`src/rtl/spike_log_if.sv`:
```
// Byte-stream handshake carrying timestamped spike frames out of the logger.
interface spike_log_if;
  logic [7:0] evt_byte;
  logic       evt_valid;
  logic       evt_ready;

  modport master (output evt_byte, output evt_valid, input evt_ready);
  modport slave  (input evt_byte, input evt_valid, output evt_ready);
endinterface

```
`src/rtl/spike_event_logger.sv`:
```
// Timestamped spike-edge logger: edge detect, FIFO buffering and byte-frame serializer.
// Optional membrane-byte capture (third frame byte) enabled by defining SPIKE_LOG_VMEM_EN.
module spike_event_logger #(
  parameter int TS_WIDTH = 14,
  parameter int DEPTH    = 8
) (
  input  logic                   clk,
  input  logic                   rst,
  input  logic                   spike_a,
  input  logic                   spike_b,
  input  logic [7:0]             vmem_a,
  input  logic                   clr_ovf,
  spike_log_if.master            evt,
  output logic                   overflow,
  output logic [$clog2(DEPTH):0] level
);

  localparam int AW = $clog2(DEPTH);
`ifdef SPIKE_LOG_VMEM_EN
  localparam int ENTRY_W = TS_WIDTH + 2 + 8;
  typedef enum logic [1:0] {IDLE, HDR, LSB, VM} state_t;
`else
  localparam int ENTRY_W = TS_WIDTH + 2;
  typedef enum logic [1:0] {IDLE, HDR, LSB} state_t;
`endif

  logic [TS_WIDTH-1:0] ts_q, ts_d;
  logic                spike_a_q, spike_a_d, spike_b_q, spike_b_d;
  logic [AW-1:0]       wr_ptr_q, wr_ptr_d, rd_ptr_q, rd_ptr_d;
  logic [AW:0]         count_q, count_d;
  logic [ENTRY_W-1:0]  mem_q [DEPTH];
  logic [ENTRY_W-1:0]  entry_d, frame_q, frame_d;
  state_t              state_q, state_d;
  logic [7:0]          byte_q, byte_d;
  logic                valid_q, valid_d;
  logic                ovf_q, ovf_d;
  logic                edge_a, edge_b, push_req, push, pop, drop;
  logic                fifo_empty, fifo_full, accept, last_byte;

`ifndef SPIKE_LOG_VMEM_EN
  logic unused_vmem;
  assign unused_vmem = ^vmem_a;
`endif

  always_comb begin
    spike_a_d  = spike_a;
    spike_b_d  = spike_b;
    edge_a     = spike_a & ~spike_a_q;
    edge_b     = spike_b & ~spike_b_q;
    push_req   = edge_a | edge_b;
    ts_d       = ts_q + TS_WIDTH'(1);
`ifdef SPIKE_LOG_VMEM_EN
    entry_d    = {vmem_a, edge_b, edge_a, ts_q};
    last_byte  = (state_q == VM);
`else
    entry_d    = {edge_b, edge_a, ts_q};
    last_byte  = (state_q == LSB);
`endif
    fifo_empty = (count_q == '0);
    fifo_full  = (count_q == (AW+1)'(DEPTH));
    accept     = valid_q & evt.evt_ready;
    // A pop into the frame register happens from IDLE or as the last byte is taken.
    pop        = ~fifo_empty & ((state_q == IDLE) | (last_byte & accept));
    push       = push_req & (~fifo_full | pop);
    drop       = push_req & fifo_full & ~pop;
    count_d    = count_q + (AW+1)'(push) - (AW+1)'(pop);
    wr_ptr_d   = wr_ptr_q + AW'(push);
    rd_ptr_d   = rd_ptr_q + AW'(pop);
    ovf_d      = drop | (ovf_q & ~clr_ovf);
  end

  always_comb begin
    state_d = state_q;
    frame_d = frame_q;
    case (state_q)
      HDR:     if (accept) state_d = LSB;
`ifdef SPIKE_LOG_VMEM_EN
      LSB:     if (accept) state_d = VM;
      VM:      if (accept) state_d = IDLE;
`else
      LSB:     if (accept) state_d = IDLE;
`endif
      default: state_d = IDLE;
    endcase
    if (pop) begin
      frame_d = mem_q[rd_ptr_q];
      state_d = HDR;
    end
    // Output byte is registered from the state being entered.
    case (state_d)
      HDR:     byte_d = {frame_d[TS_WIDTH+1:TS_WIDTH], frame_d[TS_WIDTH-1:8]};
      LSB:     byte_d = frame_d[7:0];
`ifdef SPIKE_LOG_VMEM_EN
      VM:      byte_d = frame_d[ENTRY_W-1 -: 8];
`endif
      default: byte_d = 8'h00;
    endcase
    valid_d = (state_d != IDLE);
  end

  always_ff @(posedge clk) begin
    if (rst) begin
      ts_q      <= '0;
      spike_a_q <= 1'b1;
      spike_b_q <= 1'b1;
      wr_ptr_q  <= '0;
      rd_ptr_q  <= '0;
      count_q   <= '0;
      frame_q   <= '0;
      state_q   <= IDLE;
      byte_q    <= 8'h00;
      valid_q   <= 1'b0;
      ovf_q     <= 1'b0;
    end else begin
      ts_q      <= ts_d;
      spike_a_q <= spike_a_d;
      spike_b_q <= spike_b_d;
      wr_ptr_q  <= wr_ptr_d;
      rd_ptr_q  <= rd_ptr_d;
      count_q   <= count_d;
      frame_q   <= frame_d;
      state_q   <= state_d;
      byte_q    <= byte_d;
      valid_q   <= valid_d;
      ovf_q     <= ovf_d;
    end
  end

  always_ff @(posedge clk) begin
    if (push) mem_q[wr_ptr_q] <= entry_d;
  end

  assign evt.evt_byte  = byte_q;
  assign evt.evt_valid = valid_q;
  assign overflow      = ovf_q;
  assign level         = count_q;

endmodule
```
`src/flat_wrapper.sv`:
```
// flat-port wrapper written by rule: the top's interface ports become plain ports
module spike_event_logger_flat 
#(
  parameter int TS_WIDTH = 14,
  parameter int DEPTH    = 8
)
  (clk, rst, spike_a, spike_b, vmem_a, clr_ovf, overflow, level, evt_evt_byte, evt_evt_valid, evt_evt_ready);
  spike_log_if evt_i ();
  input  logic clk;
  input  logic rst;
  input  logic spike_a;
  input  logic spike_b;
  input  logic [7:0] vmem_a;
  input  logic clr_ovf;
  output logic overflow;
  output logic [$clog2(DEPTH):0] level;
  output wire logic [$bits(evt_i.evt_byte)-1:0] evt_evt_byte;
  output wire logic [$bits(evt_i.evt_valid)-1:0] evt_evt_valid;
  input wire logic [$bits(evt_i.evt_ready)-1:0] evt_evt_ready;
  assign evt_evt_byte = evt_i.evt_byte;
  assign evt_evt_valid = evt_i.evt_valid;
  assign evt_i.evt_ready = evt_evt_ready;
  spike_event_logger #(.TS_WIDTH(TS_WIDTH), .DEPTH(DEPTH)) u_core (.clk(clk), .rst(rst), .spike_a(spike_a), .spike_b(spike_b), .vmem_a(vmem_a), .clr_ovf(clr_ovf), .evt(evt_i), .overflow(overflow), .level(level));
endmodule
```
`config.mk`:
```
export PLATFORM = sky130hd
export DESIGN_NAME = spike_event_logger_flat
export DESIGN_NICKNAME = d
export VERILOG_FILES = /design/src/rtl/spike_log_if.sv /design/src/rtl/spike_event_logger.sv /design/src/flat_wrapper.sv
export SDC_FILE = /design/constraint.sdc
export NUM_CORES = 1
export LEC_CHECK = 0
export BUFFER_PORTS_ARGS = -buffer_cell sky130_fd_sc_hd__buf_2
export CAP_MARGIN = 0
export CORE_MARGIN = 5
export CORE_UTILIZATION = 35
export DETAILED_ROUTE_END_ITERATION = 16
export PLACE_DENSITY = 0.55
export SYNTH_ARGS = -nofsm -noshare
export SYNTH_HDL_FRONTEND = slang
export SYNTH_SLANG_ARGS = --single-unit
```
`constraint.sdc`:
```
create_clock -name clk -period 3.08 [get_ports clk]
set_input_delay 0.308 -clock clk [delete_from_list [all_inputs] [get_ports clk]]
set_output_delay 0.308 -clock clk [all_outputs]
set_load 0.05 [all_outputs]
```
# Yosys cells after proc, flatten, opt, wreduce, memory -nomap -nowiden
# Memory sizes are Yosys's and may differ from the RTL's. A register that Yosys moved wholly into a read port is not among the register bits.
# Cells that the tools add are included.
[classes]
magnitude_cmp = 0
muxes = 9
multipliers = 0
addsub = 5
n_reduce_logical = 3
div_mod_pow = 0
n_bitwise = 19
n_eq_ne = 5
n_shift = 0
[ops]
columns = ["operator", "n"]
rows = [
  ["two-way mux 16 bit", 1],
  ["case mux 8 bit (2 select lines)", 1],
  ["adder 14 x 1 -> 14 bit, second input constant", 1],
  ["bitwise AND 1 bit", 9],
  ["adder 3 x 1 -> 3 bit", 2],
  ["two-way mux 2 bit", 3],
  ["inverter 1 bit", 6],
  ["adder 4 x 1 -> 4 bit", 1],
  ["equality test 2 x 1 -> 1 bit, second input constant", 2],
  ["equality test 2 bit, second input constant", 2],
  ["equality test 4 bit, second input constant", 1],
  ["zero test 4 bit", 1],
  ["OR 1 bit", 4],
  ["case mux 2 bit (2 select lines)", 1],
  ["subtractor 4 x 1 -> 4 bit", 1],
  ["two-way mux 3 bit", 1],
  ["zero test 2 bit", 1],
  ["two-way mux 1 bit", 2],
  ["nonzero test 2 bit", 1],
]
[word_totals]
mem_bits_ro = 0
regBits = 54
n_memories = 1
output_inout_bits = 14
ram_bits = 128
word_cells = 53
input_bits = 14
latchBits = 0
[mem_list]
columns = ["memory", "depth", "width", "rd", "rd_clocked_by_memory_dff", "write_ports", "line_no", "rtl"]
rows = [
  ["u_core.mem_q", 8, 16, 1, 1, 1, "spike_event_logger.sv:31", "logic [ENTRY_W-1:0] mem_q [DEPTH];"],
]

# Depth between registers and ports, before layout
[depth]
depth_word = 8
depth_mapped = 14
ltp_nobuf = 12

# Worst setup path before layout
# No wires, ideal clock.
[synth_path]
path_type = "register -> register"
startpoint = "register u_core.count_q[2], in the netlist u_core.level[2]"
endpoint = "memory u_core.mem_q[1][0] (netlist bit), enable pin"
period_less_slack_ns = 2.990
required_ns = 2.671
path_buffers = 0
setup_slack_ns = 0.090
path_stages_with_launch = 6
arrival_ns = 2.581
setup_ns = 0.409
path_cell_list = "dfxtp_1 inv_1 ha_1 o2111ai_1 nand3_1 nor3_1"
[synth_between]
elab_chain_len = 7
elab_cells_between_ends = 9
classes_between = "1 x eq/ne; 2 x mux; 5 x bitwise; 1 x reduce/logical"
[synth_lines]
columns = ["item", "line_no", "rtl"]
rows = [
  ["from (decl)", "spike_event_logger.sv:30", "logic [AW:0] count_q, count_d;"],
  ["from (signal assigned)", "spike_event_logger.sv:120", "count_q <= count_d;"],
  ["zero test 4 bit", "spike_event_logger.sv:59", "fifo_empty = (count_q == '0);"],
  ["inverter 1 bit", "spike_event_logger.sv:63", "pop = ~fifo_empty & ((state_q == IDLE) | (last_byte & accept));"],
  ["bitwise AND 1 bit", "spike_event_logger.sv:63", ""],
  ["OR 1 bit (*)", "spike_event_logger.sv:64", "push = push_req & (~fifo_full | pop);"],
  ["bitwise AND 1 bit (*)", "spike_event_logger.sv:64", ""],
  ["two-way mux 1 bit (*)", "spike_event_logger.sv:130", "if (push) mem_q[wr_ptr_q] <= entry_d;"],
  ["two-way mux 1 bit (implied by the code) (*)", "spike_event_logger.sv:130", ""],
  ["to (decl)", "spike_event_logger.sv:31", ""],
]
# Every way passes the cells marked *; elsewhere a longest branch is shown, timed or not.

# Worst setup path after layout
[layout_path]
startpoint = "register u_core.state_q[0]"
endpoint = "register u_core.byte_q[1], in the netlist u_core.evt.evt_byte[1]"
[layout_between]
elab_chain_len = 7
elab_cells_between_ends = 14
classes_between = "4 x eq/ne; 6 x mux; 3 x bitwise; 1 x reduce/logical"
[layout_lines]
columns = ["item", "line_no", "rtl"]
rows = [
  ["from (decl)", "spike_event_logger.sv:33", "state_t state_q, state_d;"],
  ["from (signal assigned)", "spike_event_logger.sv:122", "state_q <= state_d;"],
  ["equality test 2 bit", "spike_event_logger.sv:57, spike_event_logger.sv:75", ""],
  ["bitwise AND 1 bit", "spike_event_logger.sv:63", ""],
  ["OR 1 bit", "spike_event_logger.sv:63", ""],
  ["bitwise AND 1 bit", "spike_event_logger.sv:63", ""],
  ["two-way mux 2 bit", "spike_event_logger.sv:85", "if (pop) begin"],
  ["equality test 2 bit or equality test 2 x 1 -> 1 bit (tied branches)", "spike_event_logger.sv:90", "case (state_d)"],
  ["case mux 8 bit (2 select lines) (*)", "spike_event_logger.sv:90", ""],
  ["to (signal assigned)", "spike_event_logger.sv:123", "byte_q <= byte_d;"],
  ["to (decl)", "spike_event_logger.sv:34", "logic [7:0] byte_q, byte_d;"],
]
# Marked as above.
# A chain may end at the register's enable or synchronous reset.

==> metrics.md <==
| Metric | Value |
|---|---|
| Final std cells w/o fill | `~800` |
| Reg clk slew, reported paths | `0.07 ns` |
| Layout cells sized above 1 | `between 10% and 20%` |
| Crit start category | `flop` |
| Die height | `154.0 µm` |
| GRT overflow | `0` |
| Mux cell area share after synthesis | `9.895%` |
| Initial drt markers | `265` |
| DRT Pass-1 Iters | `4` |
| Routed Wire Length | `14,860 µm` |
| First-pass GRT wire length | `23,330 µm` |
| Reg2reg end | `u_core.evt.evt_byte[1]$_SDFF_PP0_` |
| DR vias | `~4,000` |
| Worst hold path type | `in2reg` |
| CP endpoint kind | `flop` |
| I/O Pins | `28` |
| Tmin final | `between 2 and 3 ns` |
| Syn_nets | `511` |
| Max frequency | `353.3 MHz` |
| Flops & latches, synth | `182` |
| Synth Area in Compound Gates | `under 10%` |
| Avg Inst Size Synth | `15.15 µm²` |
| Worst skew pair latency | `0.43 ns` |
| Power Dens Cells | `855.3 mW/mm²` |
| Synth Area in Simple Gates | `8.843%` |
| Rows | `52` |
| Post-DRT Antenna Nets | `0` |
| Lkg Pwr | `a little under 3 nW` |
| Max_cap viols | `0` |
| Netlist cell types | `45` |
| Peak supply drop | `about 0.39 mV` |
| Mapped Area | `between 0.007 and 0.008 mm²` |
| Final hold vios | `0` |
| Minimum hold slack | `0.07562 ns` |
| Largest family of logic cells by synthesized area | `multiplexers` |
| Utilization after layout | `41.19%` |
| Crit Path Class | `reg2reg` |
| DIE AREA | `0.02372 mm²` |
| Ys async rst share | `0%` |
| Final setup violation count | `0` |
| Pin count of the biggest net entering global routing | `47` |
| Main synth FF type | `edfxtp_1` |
| Root buf cell | `clkbuf_16` |
| Commonest cells after routing, fill and taps aside | `edfxtp_1 (128), dfxtp_1 (53), nor2_1 (39)` |
| Post-synthesis xor/xnor area fraction | `1.569%` |
| Setup TNS Final | `0 ns` |
| Max Buffers Root-to-Sink | `2` |
| Synth Instances | `between 400 and 500` |
| Final slew viol count | `0` |
| Max_slew headroom | `49.01%` |
| Fin crit share | `about nine tenths` |
| # DRC | `0` |
| Syn. warnings | `0` |
| Starting Density | `35.76%` |
| CP required | `about 3.4 ns` |
| Post-place setup slack | `between 0.2 and 0.25 ns` |
| Most common cell after layout, fill and taps aside | `edfxtp_1` |
| Endpoint, Worst Hold | `u_core.spike_b_q$_SDFF_PP1_` |
| CP peak stage delay | `0.57 ns` |
| Worst clock skew | `approximately 0.011 ns` |
| Via density | `5.001` |
| Crit Reg-Reg Startpoint | `u_core.state_q[0]$_SDFF_PP0_` |
| Num CTS Buffers | `17` |
| Critical path arrival | `3.17 ns` |
| HPWL after DPL | `9158 µm` |
| H-tree depth | `4` |
| Core Box Area | `0.02030 mm²` |
| Initial antenna violation count | `0` |
| GRT Util Overall | `13.00%` |
| CTS sink cnt | `roughly 180` |
| Final setup margin | `0.2496 ns` |
| Reg2reg setup slack | `0.25 ns` |
| Max FO, Critical Path | `8` |
| FF-to-FF path depth | `11` |
| Slowest cell on crit path | `or4b_4` |
| Port buffer count | `19` |
| CTS tree | `built` |
| Wire per inst | `~19 µm` |
| Die Width | `approximately 150 µm` |
| CP dominant cell by count | `ha_1` |
| P&R area growth vs syn | `15.20%` |
| Slew @ Worst Pin | `around 0.76 ns` |
| Fill cells | `1,856` |
| RSZ-0062 raised after global routing | `false` |
| Vias in the first global route | `4,061` |
| Number of synthesized flops with an enable pin | `128` |
| Outcome | `finished, final reports clean` |
| Ant diodes | `0` |
| Synth Area in Adders | `3.206%` |
| Total Nets Final | `550` |
| Gpl congestion | `about 0.74` |
| Post-Place Cells | `769` |
| Hold path depth | `2` |
| Register area share after synthesis | `67.85%` |
| Postcts setup bufs | `0` |
| Worst hold start | `spike_b` |
| Cell Chain, Critical Path | `inv_1 -> ha_1 -> a31oi_4 -> or2_1 -> inv_8 -> or4b_4 -> ha_1 -> nor2b_1 -> and2_2 -> o21ai_0 -> o22ai_1` |
-- cell families (layout without fill, tap and decap cells) --
| logic type | Yosys count | count (layout) |
|---|---|---|
| AND/OR/NAND/NOR | 122 | 122 |
| buffers and inverters | 33 | 85 |
| flip-flops | 182 | 182 |
| adder cells (fa/ha/maj) | 18 | 18 |
| multiplexers | 48 | 48 |
| XOR/XNOR | 13 | 13 |
| AO/OA/AOI/OAI | 63 | 63 |
-- area by class of cell --
type | count | area, µm² | area share (%)
sequential | 182 | 4926 | 58.91
clock buffer | 24 | 566.8 | 6.778
multi-input combinational | 264 | 2136 | 25.54
clock inverter | 8 | 73.82 | 0.8828
tap | 270 | 337.8 | 4.040
inverter | 13 | 56.30 | 0.6734
timing repair buffer | 40 | 265.3 | 3.172
-- state kept, by name, summed over array words and instances, names as in the netlist, 2 cells and up --
register / count
u_core.evt.evt_byte: 8
u_core.ts_q: 14
u_core.level: 4
u_core.mem_q: 128
u_core.rd_ptr_q: 3
u_core.wr_ptr_q: 3
u_core.frame_q: 16
u_core.state_q: 2
-- per-layer routing --
| metal | routed length (µm) | part of all wire [%] | GRT usage [%] | up-vias |
|---|---|---|---|---|
| met3 | 672 | 4.5 | 3.260 | 19 |
| met4 | 203 | 1.4 | 3.911 | 0 |
| met2 | 7181 | 48 | 20.80 | 76 |
| met1 | 6801 | 46 | 17.52 | 2027 |
| li1 | - | - | - | 1884 |
| met5 | 0 | 0 | 0 | - |
-- repair_timing --
action,in CTS,in global routing
hold buffers,0,0
resized for setup,0,1
endpoints found under the setup margin,0,1
-- Yosys cell counts (9+ instances only) --
master    number  area, µm²
edfxtp_1     128       3844
dfxtp_1       54       1081
nor2_1        39      146.4
mux2i_1       32      320.3
nor2b_1       24      150.1
o22ai_1       23      143.9
nor3_1        20      100.1
ha_1          17      212.7
inv_1         12      45.04
mux4_1        10      262.8
o21ai_0       10      50.05
xnor2_1       10      87.58
o31ai_1        9      67.56
-- how the worst max path moves through the flow --
stage,start,endpoint,slack (ns),cells past startpoint
after floorplan,u_core.level[2]$_SDFF_PP0_,u_core.mem_q[1][0]$_DFFE_PP_,0.09,5
after global placement,u_core.state_q[0]$_SDFF_PP0_,u_core.evt.evt_byte[3]$_SDFF_PP0_,0.28,11
after detailed placement,u_core.state_q[0]$_SDFF_PP0_,u_core.evt.evt_byte[1]$_SDFF_PP0_,0.21,11
after CTS,u_core.state_q[0]$_SDFF_PP0_,u_core.evt.evt_byte[1]$_SDFF_PP0_,0.15,11
after global routing,u_core.state_q[0]$_SDFF_PP0_,u_core.evt.evt_byte[0]$_SDFF_PP0_,0.09,11
final,u_core.state_q[0]$_SDFF_PP0_,u_core.evt.evt_byte[1]$_SDFF_PP0_,0.25,11
-- where the power goes --
group | switching (mW) | total, mW | internal, mW
Sequential | 0.140 | 2.95 | 2.81
Combinational | 1.15 | 1.94 | 0.794
Clock | 0.889 | 2.26 | 1.37
Total | 2.17 | 7.15 | 4.98
-- stage by stage --
stage,cell area [µm²],total power [mW]
detailed placement,7720,4.965
finish,8362,7.152
global route,8362,7.530
global placement,7720,4.917
CTS,8361,7.225
floorplan,7258,4.463
-- worst max-delay path: cells and delay by family, from the launching register on --
| kind | cells | cell delay [ns] |
|---|---|---|
| AOI/OAI and AO/OA | 3 | 0.51 |
| adders and majority gates | 2 | 0.54 |
| buffers and inverters | 2 | 0.11 |
| DFF | 1 | 0.36 |
| and+or+nand+nor | 4 | 1.23 |
No activity file was read; power rests on OpenSTA's default activity.
